[src/rtl/rv32imf_prefetch_ctrl.sv]
// rv32imf_prefetch_ctrl: instruction prefetch sequencer with FIFO-credit flow control
// and discard accounting for responses that were in flight when a branch redirected the fetch stream.
module rv32imf_prefetch_ctrl #(
  parameter int unsigned DEPTH = 2,
  parameter int unsigned MAX_OUT = 2,
  parameter logic [31:0] RST_ADDR = 32'h0000_0000,
  localparam int unsigned CW = ($clog2(DEPTH) + 1 < 2) ? 2 : $clog2(DEPTH) + 1,
  localparam int unsigned OW = $clog2(MAX_OUT + 1)
) (
  input  logic          clk_i,
  input  logic          rst_i,
  input  logic          req_i,
  input  logic          branch_i,
  input  logic [31:0]   branch_addr_i,
  output logic          trans_valid_o,
  input  logic          trans_ready_i,
  output logic [31:0]   trans_addr_o,
  input  logic          resp_valid_i,
  input  logic [CW-1:0] fifo_cnt_i,
  output logic          fifo_push_o,
  output logic          fifo_flush_o,
  output logic          busy_o
);
  typedef enum logic [1:0] {IDLE, REQ, REQ_STALE} state_e;
  state_e state_q, state_d;
  logic [31:0] nxt_q, nxt_d, addr_q, addr_d, used;
  logic [OW-1:0] out_q, out_d, disc_q, disc_d;
  logic hs, rsp, stale_hs, credit_now, credit_nxt;
  assign trans_valid_o = state_q != IDLE;
  assign trans_addr_o = addr_q;
  assign hs = trans_valid_o & trans_ready_i;
  assign rsp = resp_valid_i & (out_q != '0);
  assign stale_hs = hs & ((state_q == REQ_STALE) | branch_i);
  assign used = 32'(out_q) + 32'(fifo_cnt_i);
  // credit_nxt reserves room for the request being accepted right now
  assign credit_now = (32'(out_q) < MAX_OUT) && (used < DEPTH);
  assign credit_nxt = (32'(out_q) + 32'd1 < MAX_OUT) && (used + 32'd1 < DEPTH);
  assign fifo_push_o = resp_valid_i & (disc_q == '0) & ~branch_i & ~rst_i;
  assign fifo_flush_o = branch_i;
  assign busy_o = trans_valid_o | (out_q != '0);
  always_comb begin
    state_d = state_q;
    addr_d = addr_q;
    out_d = out_q + OW'(hs) - OW'(rsp);
    nxt_d = branch_i ? {branch_addr_i[31:2], 2'b00} : (hs && !stale_hs) ? nxt_q + 32'd4 : nxt_q;
    disc_d = (branch_i ? out_q - OW'(rsp) : disc_q - OW'(resp_valid_i && disc_q != '0)) + OW'(stale_hs);
    case (state_q)
      IDLE: if (req_i && credit_now && !branch_i) begin
        state_d = REQ;
        addr_d = nxt_q;
      end
      REQ: if (hs) begin
        state_d = (!branch_i && req_i && credit_nxt) ? REQ : IDLE;
        addr_d = nxt_q + 32'd4;
      end else if (branch_i) begin
        state_d = REQ_STALE;
      end
      REQ_STALE: state_d = hs ? IDLE : REQ_STALE;
      default: state_d = IDLE;
    endcase
  end
  always_ff @(posedge clk_i or posedge rst_i) begin
    if (rst_i) begin
      state_q <= IDLE;
      nxt_q <= RST_ADDR;
      addr_q <= RST_ADDR;
      out_q <= '0;
      disc_q <= '0;
    end else begin
      state_q <= state_d;
      nxt_q <= nxt_d;
      addr_q <= addr_d;
      out_q <= out_d;
      disc_q <= disc_d;
    end
  end
endmodule
[config.mk]
export PLATFORM = sky130hd
export DESIGN_NAME = rv32imf_prefetch_ctrl
export DESIGN_NICKNAME = d
export VERILOG_FILES = /design/src/rtl/rv32imf_prefetch_ctrl.sv
export SDC_FILE = /design/constraint.sdc
export NUM_CORES = 1
export LEC_CHECK = 0
export CAP_MARGIN = 20
export CORE_UTILIZATION = 52
export CTS_CLUSTER_DIAMETER = 60
export DETAILED_ROUTE_END_ITERATION = 6
export PLACE_DENSITY = 0.8
export REMOVE_ABC_BUFFERS = 1
export SETUP_SLACK_MARGIN = 0.5
export SLEW_MARGIN = 25
export SYNTH_ARGS = -nofsm -noshare
export SYNTH_HDL_FRONTEND = slang
export SYNTH_SLANG_ARGS = --single-unit
[constraint.sdc]
create_clock -name clk_i -period 3 [get_ports clk_i]
set_input_delay 0.6 -clock clk_i [delete_from_list [all_inputs] [get_ports clk_i]]
set_output_delay 0.6 -clock clk_i [all_outputs]
set_load 0.02 [all_outputs]
**Yosys cells after proc, flatten, opt, wreduce, memory -nomap -nowiden**

Cells that the tools add are included.

- Bits in registers: 70
- Input bits: 40
- Output and inout port bits: 36
- Logic and storage cells: 64

- Add/subtract/negate cells: 9
- Magnitude comparators: 4
- Eq/ne operators: 5
- Muxes and demuxes: 12
- Bitwise operators: 10
- Reduce and logical (&&, ||, !) cells: 19

Operators by type and width:

| kind | number |
|---|---|
| 2-to-1 mux 32 bit | 4 |
| case mux 32 bit (2 select lines) | 1 |
| adder 32 x 3 -> 32 bit (second input constant) | 1 |
| 2-to-1 mux 2 bit | 5 |
| nonzero test 2 bit | 5 |
| logical AND 1 bit | 8 |
| AND 1 bit | 6 |
| < comparator 3 x 2 -> 1 bit (second input constant) | 2 |
| case mux 2 bit (3 select lines) | 1 |
| subtractor 2 x 1 -> 2 bit | 3 |
| adder 2 x 1 -> 2 bit | 2 |
| adder 3 x 1 -> 4 bit (second input constant) | 1 |
| logical NOT 2 bit | 2 |
| < comparator 4 x 2 -> 1 bit (second input constant) | 1 |
| != test 2 bit (second input constant) | 2 |
| adder 2 x 1 -> 3 bit (second input constant) | 1 |
| adder 2 x 2 -> 3 bit | 1 |
| != test 3 bit (second input constant) | 1 |
| AND reduction 3 bit | 1 |
| == test 2 x 1 -> 1 bit (second input constant) | 1 |
| == test 2 bit (second input constant) | 1 |
| logical NOT 1 bit | 2 |
| < comparator 2 bit (second input constant) | 1 |
| NOT 1 bit | 2 |
| other kinds (3) | 4 |

**Depth between registers and ports, before layout**

Gate-level depths: netlist of run 1.

- Depth after elaboration: 8
- Mapped depth: 8

**Worst setup path after synthesis of run 1**

OpenSTA, ideal clock, no wires.

- Kind: input -> output
- Start point: input port rst_i
- End point: output port fifo_push_o
- Arrival: 2.661 ns
- Required time: 2.400 ns
- Path slack: -0.261 ns
- Stages: 3
- Buffers on the path: 0
- Cells stage by stage: inv_1 nand3_1 nor3_1

- Longest elaborated chain between the ends: 2

RTL lines:

| what | line | source |
|---|---|---|
| start, declared | 11 | `input logic rst_i,` |
| NOT 1 bit | 38 | `assign fifo_push_o = resp_valid_i & (disc_q == '0) & ~branch_i & ~rst_i;` |
| AND 1 bit | 38 |  |
| end, declared | 20 | `output logic fifo_push_o,` |

No other way between the ends.

**Worst setup path in the final report of run 1**

- Start point: input port branch_i
- End point: output port fifo_flush_o

RTL lines:

| what | line | source |
|---|---|---|
| start, declared | 13 | `input logic branch_i,` |
| end, declared | 21 | `output logic fifo_flush_o,` |

No word-level cell between the ends.

==> results by group, run 1 <==
Routing
  • Vias per inst: 6.19
  • Routed WL: 10500 um
  • Antenna Nets Post-Route: 0
  • Drt pass-1 iters: 5
  • Via count: 3769
  • Wire per inst: 17.2 um
  • DR iter-0 viols: 367
  • DRC: 0

Critical path
  • Worst path bufs/invs: 2
  • Reg-to-Reg Start: nxt_q[2]$_DFFE_PP0N_
  • Top delay family on crit path: buffers and inverters
  • CP arrival: 1.81 ns
  • CP max stage delay: 0.64 ns
  • Critical path origin: branch_i
  • Crit path capture type: output port
  • Crit path launch type: input port
  • Crit-path cells: clkdlybuf4s50_1, clkdlybuf4s50_1
  • Critical path type: input port to output port
  • Worst path slowest cell: clkdlybuf4s50_1
  • WP data required: 2.40 ns
  • Critical path peak fanout: 4
  • Most frequent CP cell: clkdlybuf4s50_1

Global routing
  • First-pass GRT wire length: 15900 um
  • Global route overflow: 0
  • Vias in the first global route: 3287
  • Antenna violations before repair: 0
  • Largest net degree at the start of global routing: 48
  • Total track usage: 26.8%

Cells and area
  • Most common cell after layout, fill and taps aside: clkdlybuf4s50_1
  • Final non-filler cell total: 609
  • Share of post-route cells with drive strength above 1: 9.41%
  • Fin util: 68.7%
  • Antenna cells: 0
  • Area delta synth->final: 27.6%
  • Nets: 558
  • Commonest cells after routing, fill and taps aside: clkdlybuf4s50_1, dfrtp_1, nand2_1, nor2_1, o21ai_0

Synth
  • Yosys cell types: 39
  • Asr flop ratio synth: 100%
  • Cell Area, Synth: 3900 um2
  • #FFs+latches synth: 66
  • Register area share after synthesis: 42.3%
  • Mapped Cells: 443
  • EDFF count, synth: 0
  • Synth warn: 0
  • Most used DFF post-synth: dfrtp_1
  • Mapped Avg Cell Area: 8.81 um2

CTS
  • Worst-skew pair later-pin latency: 0.35 ns
  • CTS H-Tree Depth: 3
  • Longest Clk Path Bufs: 2
  • Clock root buffer: clkbuf_8
  • CTS tree: done
  • CTS buffer count: 9
  • Hold_buf cts: 0
  • Clock sink count: 66
  • CTS clk-pin slew, worst paths: 0.06 ns

STA
  • Final Hold Fails: 0
  • # setup viols final: 0
  • Max_slew headroom: 58.7%
  • Slew @ Worst Pin: 0.619 ns
  • Max Slew Vio Count: 0
  • Max Freq: 415 MHz
  • Hold_ws: 0.477 ns
  • RSZ-0062 raised after global routing: false
  • Crit path time final: 2.41 ns
  • Final period util: 80.3%
  • Skew final: 0.00716 ns

Power
  • Leakage power: 1.90 nW
  • P per Cell Area: 718 nW/um2
  • Worst VDD drop: 0.548 mV

Floorplan
  • Die X-Extent: 88.6 um
  • Die area: 7860 um2
  • Std cell rows: 31
  • Num ports: 76
  • Die height: 88.6 um
  • Initial Utilization: 53.8%
  • Core region area: 7250 um2

Placed design
  • Port bufs: 71
  • Dpl cells: 591
  • Post-detail-place hpwl: 6750 um
  • Gpl congestion: 0.890

Run
  • Total of max-cap violations: 0

Hold path
  • Worst Min Path Start: trans_addr_o[8]$_DFFE_PP0P_
  • HP Class: flip-flop to flip-flop

Outcome
  • Outcome: complete, no violations
==> final timing paths <==
check / cells after the start / endpoint / slack [ns]
setup / recovery: 2 / fifo_flush_o / 0.59
max in group asynchronous: 4 / trans_addr_o[25]$_DFFE_PP0P_ / 1.41
hold / removal: 2 / trans_addr_o[8]$_DFFE_PP0P_ / 0.48
hold reg to reg: 2 / trans_addr_o[8]$_DFFE_PP0P_ / 0.48
setup reg to reg: 5 / trans_addr_o[16]$_DFFE_PP0P_ / 0.60
min in group asynchronous: 3 / nxt_q[8]$_DFFE_PP0N_ / 0.68
==> through the flow <==
step / instance area [um2] / setup TNS [ns] / setup slack [ns] / total power [mW]
after floorplan: 3720 / -0.261 / -0.261 / 2.14
after global placement: 4700 / 0 / 0.168 / 2.78
after detailed placement: 4700 / 0 / 0.141 / 2.85
after CTS: 4860 / 0 / 0.543 / 3.47
after global routing: 4980 / 0 / 0.501 / 3.79
final: 4980 / 0 / 0.590 / 3.58
==> state kept, by name, indices dropped and copies added (netlist names) <==
register / cells
trans_addr_o: 30
state_q: 2
out_q: 2
disc_q: 2
nxt_q: 30
==> worst register-to-register path, delay by kind of cell, from the launching register on <==
| family | cells | cell delay (ns) |
|---|---|---|
| and+or+nand+nor | 3 | 1.37 |
| AOI/OAI and AO/OA | 1 | 0.18 |
| DFF | 1 | 0.50 |
| adders and majority gates | 1 | 0.28 |
==> cell families after synthesis <==
kind of cell / share of synthesized area [%]
AO/OA/AOI/OAI: 15.9
XOR/XNOR: 6.06
adder cells (fa/ha/maj): 3.08
buffers and inverters: 5.54
flip-flops: 42.3
multiplexers: 0.513
other: 0.0961
AND/OR/NAND/NOR: 26.5
==> area by class of cell <==
type	count	area (um2)
well taps	99	124
flip-flops and latches	66	1650
repair buffers	93	970
fillers	577	2270
clock inverters	1	5.00
multi-input cells	331	2060
inverters	8	30.0
clock buffers	11	141
==> synth_stat cells, types with 3 or more instances <==
master	number	area (um2)
a21oi_1	3	15.0
a31oi_1	30	188
and3_1	4	25.0
and4_1	5	43.8
buf_1	3	11.3
buf_2	14	70.1
buf_4	6	45.0
clkbuf_1	16	60.1
dfrtp_1	66	1650
ha_1	8	100
inv_1	7	26.3
nand2_1	47	176
nand3_1	21	105
nand4_1	21	131
nor2_1	36	135
nor2b_1	3	18.8
nor3_1	3	15.0
nor4_1	5	31.3
o211ai_1	8	60.1
o21ai_0	33	165
o31ai_1	20	150
or3_1	8	50.1
or3_2	3	22.5
or4_1	28	210
xnor2_1	12	105
xor2_1	15	131
==> what timing repair did <==
item / in CTS / in global routing
endpoints found under the setup margin: 3 / 19
buffers inserted: 0 / 2
gates cloned: 0 / 4
gates resized for setup: 5 / 4
pin swaps: 0 / 4
==> where the power goes <==
| group | total, mW | switching, mW | internal, mW |
|---|---|---|---|
| logic | 1.56 | 0.780 | 0.783 |
| clock network | 0.624 | 0.321 | 0.303 |
| registers | 1.39 | 0.236 | 1.15 |
| total | 3.58 | 1.34 | 2.24 |
==> metal layers <==
layer	global-route usage, %	part of all wire [%]	up-vias
li1	-	-	1769
met1	36.1	43	1815
met2	42.4	47	160
met3	4.76	6.9	25
met4	11.7	2.7	0
met5	0	0	-
No activity file was read; power rests on OpenSTA's default activity.
==> inputs of run 2 (changes only) <==
--- a/config.mk
+++ b/config.mk
@@ -6,10 +6,10 @@
 export NUM_CORES = 1
 export LEC_CHECK = 0
 export CAP_MARGIN = 20
-export CORE_UTILIZATION = 52
+export CORE_UTILIZATION = 47
 export CTS_CLUSTER_DIAMETER = 60
 export DETAILED_ROUTE_END_ITERATION = 6
-export PLACE_DENSITY = 0.8
+export PLACE_DENSITY = 0.76
 export REMOVE_ABC_BUFFERS = 1
 export SETUP_SLACK_MARGIN = 0.5
 export SLEW_MARGIN = 25
==> constraint.sdc (replaced) <==
create_clock -name clk_i -period 2.2 [get_ports clk_i]
set_input_delay 0.44 -clock clk_i [delete_from_list [all_inputs] [get_ports clk_i]]
set_output_delay 0.44 -clock clk_i [all_outputs]
set_load 0.02 [all_outputs]
==> run 2 against run 1 <==
The flow now finishes with violations (setup timing). Final cell count increased by 15%. Register-to-register slack lost 0.83 ns. Sequential power increased by 40%. Sequential share of layout area shrank 6.4 points. Core utilization rose by 10 points. Worst setup slack got worse by 0.82 ns. Total power up 66%. Global-route usage is 5.2 points higher. Combinational power grew 92%. Non-clock buffer count increased by 84. Die area rose by 10%. First-iteration DRC count rose by 53%. Critical endpoint is now trans_addr_o[23]$_DFFE_PP0P_.
==> results by group, run 2 (synthesis gave the netlist of run 1 again) <==
STA
  • Worst Slack Setup Final: -0.227 ns
  • Crit path time final: 2.43 ns
  • Skew final: 0.0182 ns
  • Final Hold Fails: 0
  • Max Freq: 412 MHz
  • Final period util: 110%
  • RSZ-0062 raised after global routing: true
  • Max_slew headroom: 40.3%
  • Slew @ Worst Pin: 0.896 ns
  • Max Slew Vio Count: 0
  • # setup viols final: 30

Routing
  • Wire per inst: 24.2 um
  • Antenna Nets Post-Route: 0
  • Drt pass-1 iters: 7
  • Vias per inst: 6.91
  • DRC: 0
  • DR iter-0 viols: 561
  • Routed WL: 16900 um
  • Via count: 4828

Power
  • Leakage power: 2.51 nW
  • Overall Power: 5.95 mW
  • Worst VDD drop: 0.721 mV
  • P per Cell Area: 957 nW/um2

CTS
  • CTS tree: done
  • Longest Clk Path Bufs: 2
  • Hold_buf cts: 0
  • Clock sink count: 66
  • Clock root buffer: clkbuf_8
  • CTS H-Tree Depth: 3
  • Worst-skew pair later-pin latency: 0.35 ns
  • CTS buffer count: 9
  • CTS clk-pin slew, worst paths: 0.08 ns

Placed design
  • Post-detail-place hpwl: 7340 um
  • Dpl cells: 623
  • Gpl congestion: 0.887
  • Port bufs: 71
  • Post-placement setup slack: -0.477 ns

Critical path
  • Crit path capture type: flip-flop
  • WP data required: 2.48 ns
  • CP arrival: 2.71 ns
  • Critical path type: flip-flop to flip-flop
  • Crit path launch type: flip-flop
  • Critical path peak fanout: 5

Global routing
  • Vias in the first global route: 4193
  • Largest net degree at the start of global routing: 67
  • Antenna violations before repair: 0
  • Global route overflow: 0
  • First-pass GRT wire length: 21200 um
  • Total track usage: 32.0%

Cells and area
  • Final non-filler cell total: 699
  • Share of post-route cells with drive strength above 1: 36.6%
  • Nets: 642
  • Fin util: 78.8%
  • Filler Cells Inserted: 460
  • Commonest cells after routing, fill and taps aside: buf_4, dfrtp_1, dlygate4sd2_1, nand2_1, clkdlybuf4s50_1
  • Most common cell after layout, fill and taps aside: buf_4
  • Area delta synth->final: 59.3%

Floorplan
  • Num ports: 76
  • Die X-Extent: 93.1 um
  • Die height: 93.1 um
  • Initial Utilization: 49.5%
  • Std cell rows: 32
  • Core region area: 7890 um2
  • Die area: 8670 um2

Hold path
  • HP Class: flip-flop to flip-flop

Run
  • Total of max-cap violations: 0

Outcome
  • Outcome: finished with violations
  • Violated checks: setup timing
[run 2: cell count changes in the layout (fill, tap and decap cells not counted), sizes merged]
cell	delta
clkbuf	-1
buf	+88
diode	+1
clkinvlp	+1
bufinv	+1
clkdlybuf4s50	-37
dlygate4sd2	+35
dlymetal6s2s	-1
[run 2: critical path, cell delays in order, from the launching register on]
cell,delay (ns)
dfrtp_1,0.41
ha_2,0.19
fa_1,0.48
nor3_2,0.29
buf_4,0.17
a32o_2,0.24
buf_12,0.17
buf_16,0.14
o211ai_1,0.15
nand3_1,0.13
[run 2: through the flow]
step                setup TNS (ns)  hold slack (ns)  area, um2
CTS                              0            0.483       5660
floorplan                    -9.56            0.506       3720
global placement             -9.54            0.466       4910
detailed placement          -11.44            0.471       4910
finish                       -4.14            0.510       6220
global route                 -5.99            0.536       6210
[run 2: metal layers]
metal / up-vias / global-route usage (%) / routed length (um)
li1: 1945 / - / -
met5: - / 0 / 0
met1: 2310 / 40.3 / 5940
met4: 0 / 12.1 / 1260
met3: 139 / 8.05 / 1910
met2: 434 / 52.8 / 7820
[run 2: cell type report]
class                   count  area [um2]  share of cell area (%)
inverters                   8        31.3                   0.503
flip-flops and latches     66        1660                    26.8
clock inverters             3        42.5                   0.684
clock buffers              11         131                    2.11
multi-input cells         331        2470                    39.8
diodes                      1        2.50                  0.0402
repair buffers            177        1740                    28.1
well taps                 102         128                    2.05
[run 2: worst paths after layout]
check | endpoint | cells past startpoint | slack [ns] | start
worst max-delay path | trans_addr_o[23]$_DFFE_PP0P_ | 9 | -0.23 | out_q[0]$_DFF_PP0_
worst min-delay path | trans_addr_o[6]$_DFFE_PP0P_ | 2 | 0.51 | trans_addr_o[6]$_DFFE_PP0P_
worst max register to register | trans_addr_o[23]$_DFFE_PP0P_ | 9 | -0.23 | out_q[0]$_DFF_PP0_
worst min register to register | trans_addr_o[6]$_DFFE_PP0P_ | 2 | 0.51 | trans_addr_o[6]$_DFFE_PP0P_
max in group asynchronous | nxt_q[24]$_DFFE_PP0N_ | 3 | 0.92 | rst_i
min in group asynchronous | nxt_q[21]$_DFFE_PP0N_ | 3 | 0.64 | rst_i
[run 2: timing repair]
action | in CTS | in global routing
gates cloned | 7 | 4
buffers inserted | 37 | 13
endpoints found under the hold margin | 0 | 0
resized for setup | 113 | 117
pin swaps | 30 | 35
endpoints found under the setup margin | 84 | 53
[run 2: where the power goes]
| part | leakage (nW) | switching, mW | total, mW | internal (mW) |
|---|---|---|---|---|
| sequential | 0.770 | 0.365 | 1.94 | 1.57 |
| combinational | 1.66 | 1.54 | 2.99 | 1.44 |
| clock | 0.0853 | 0.509 | 1.02 | 0.511 |
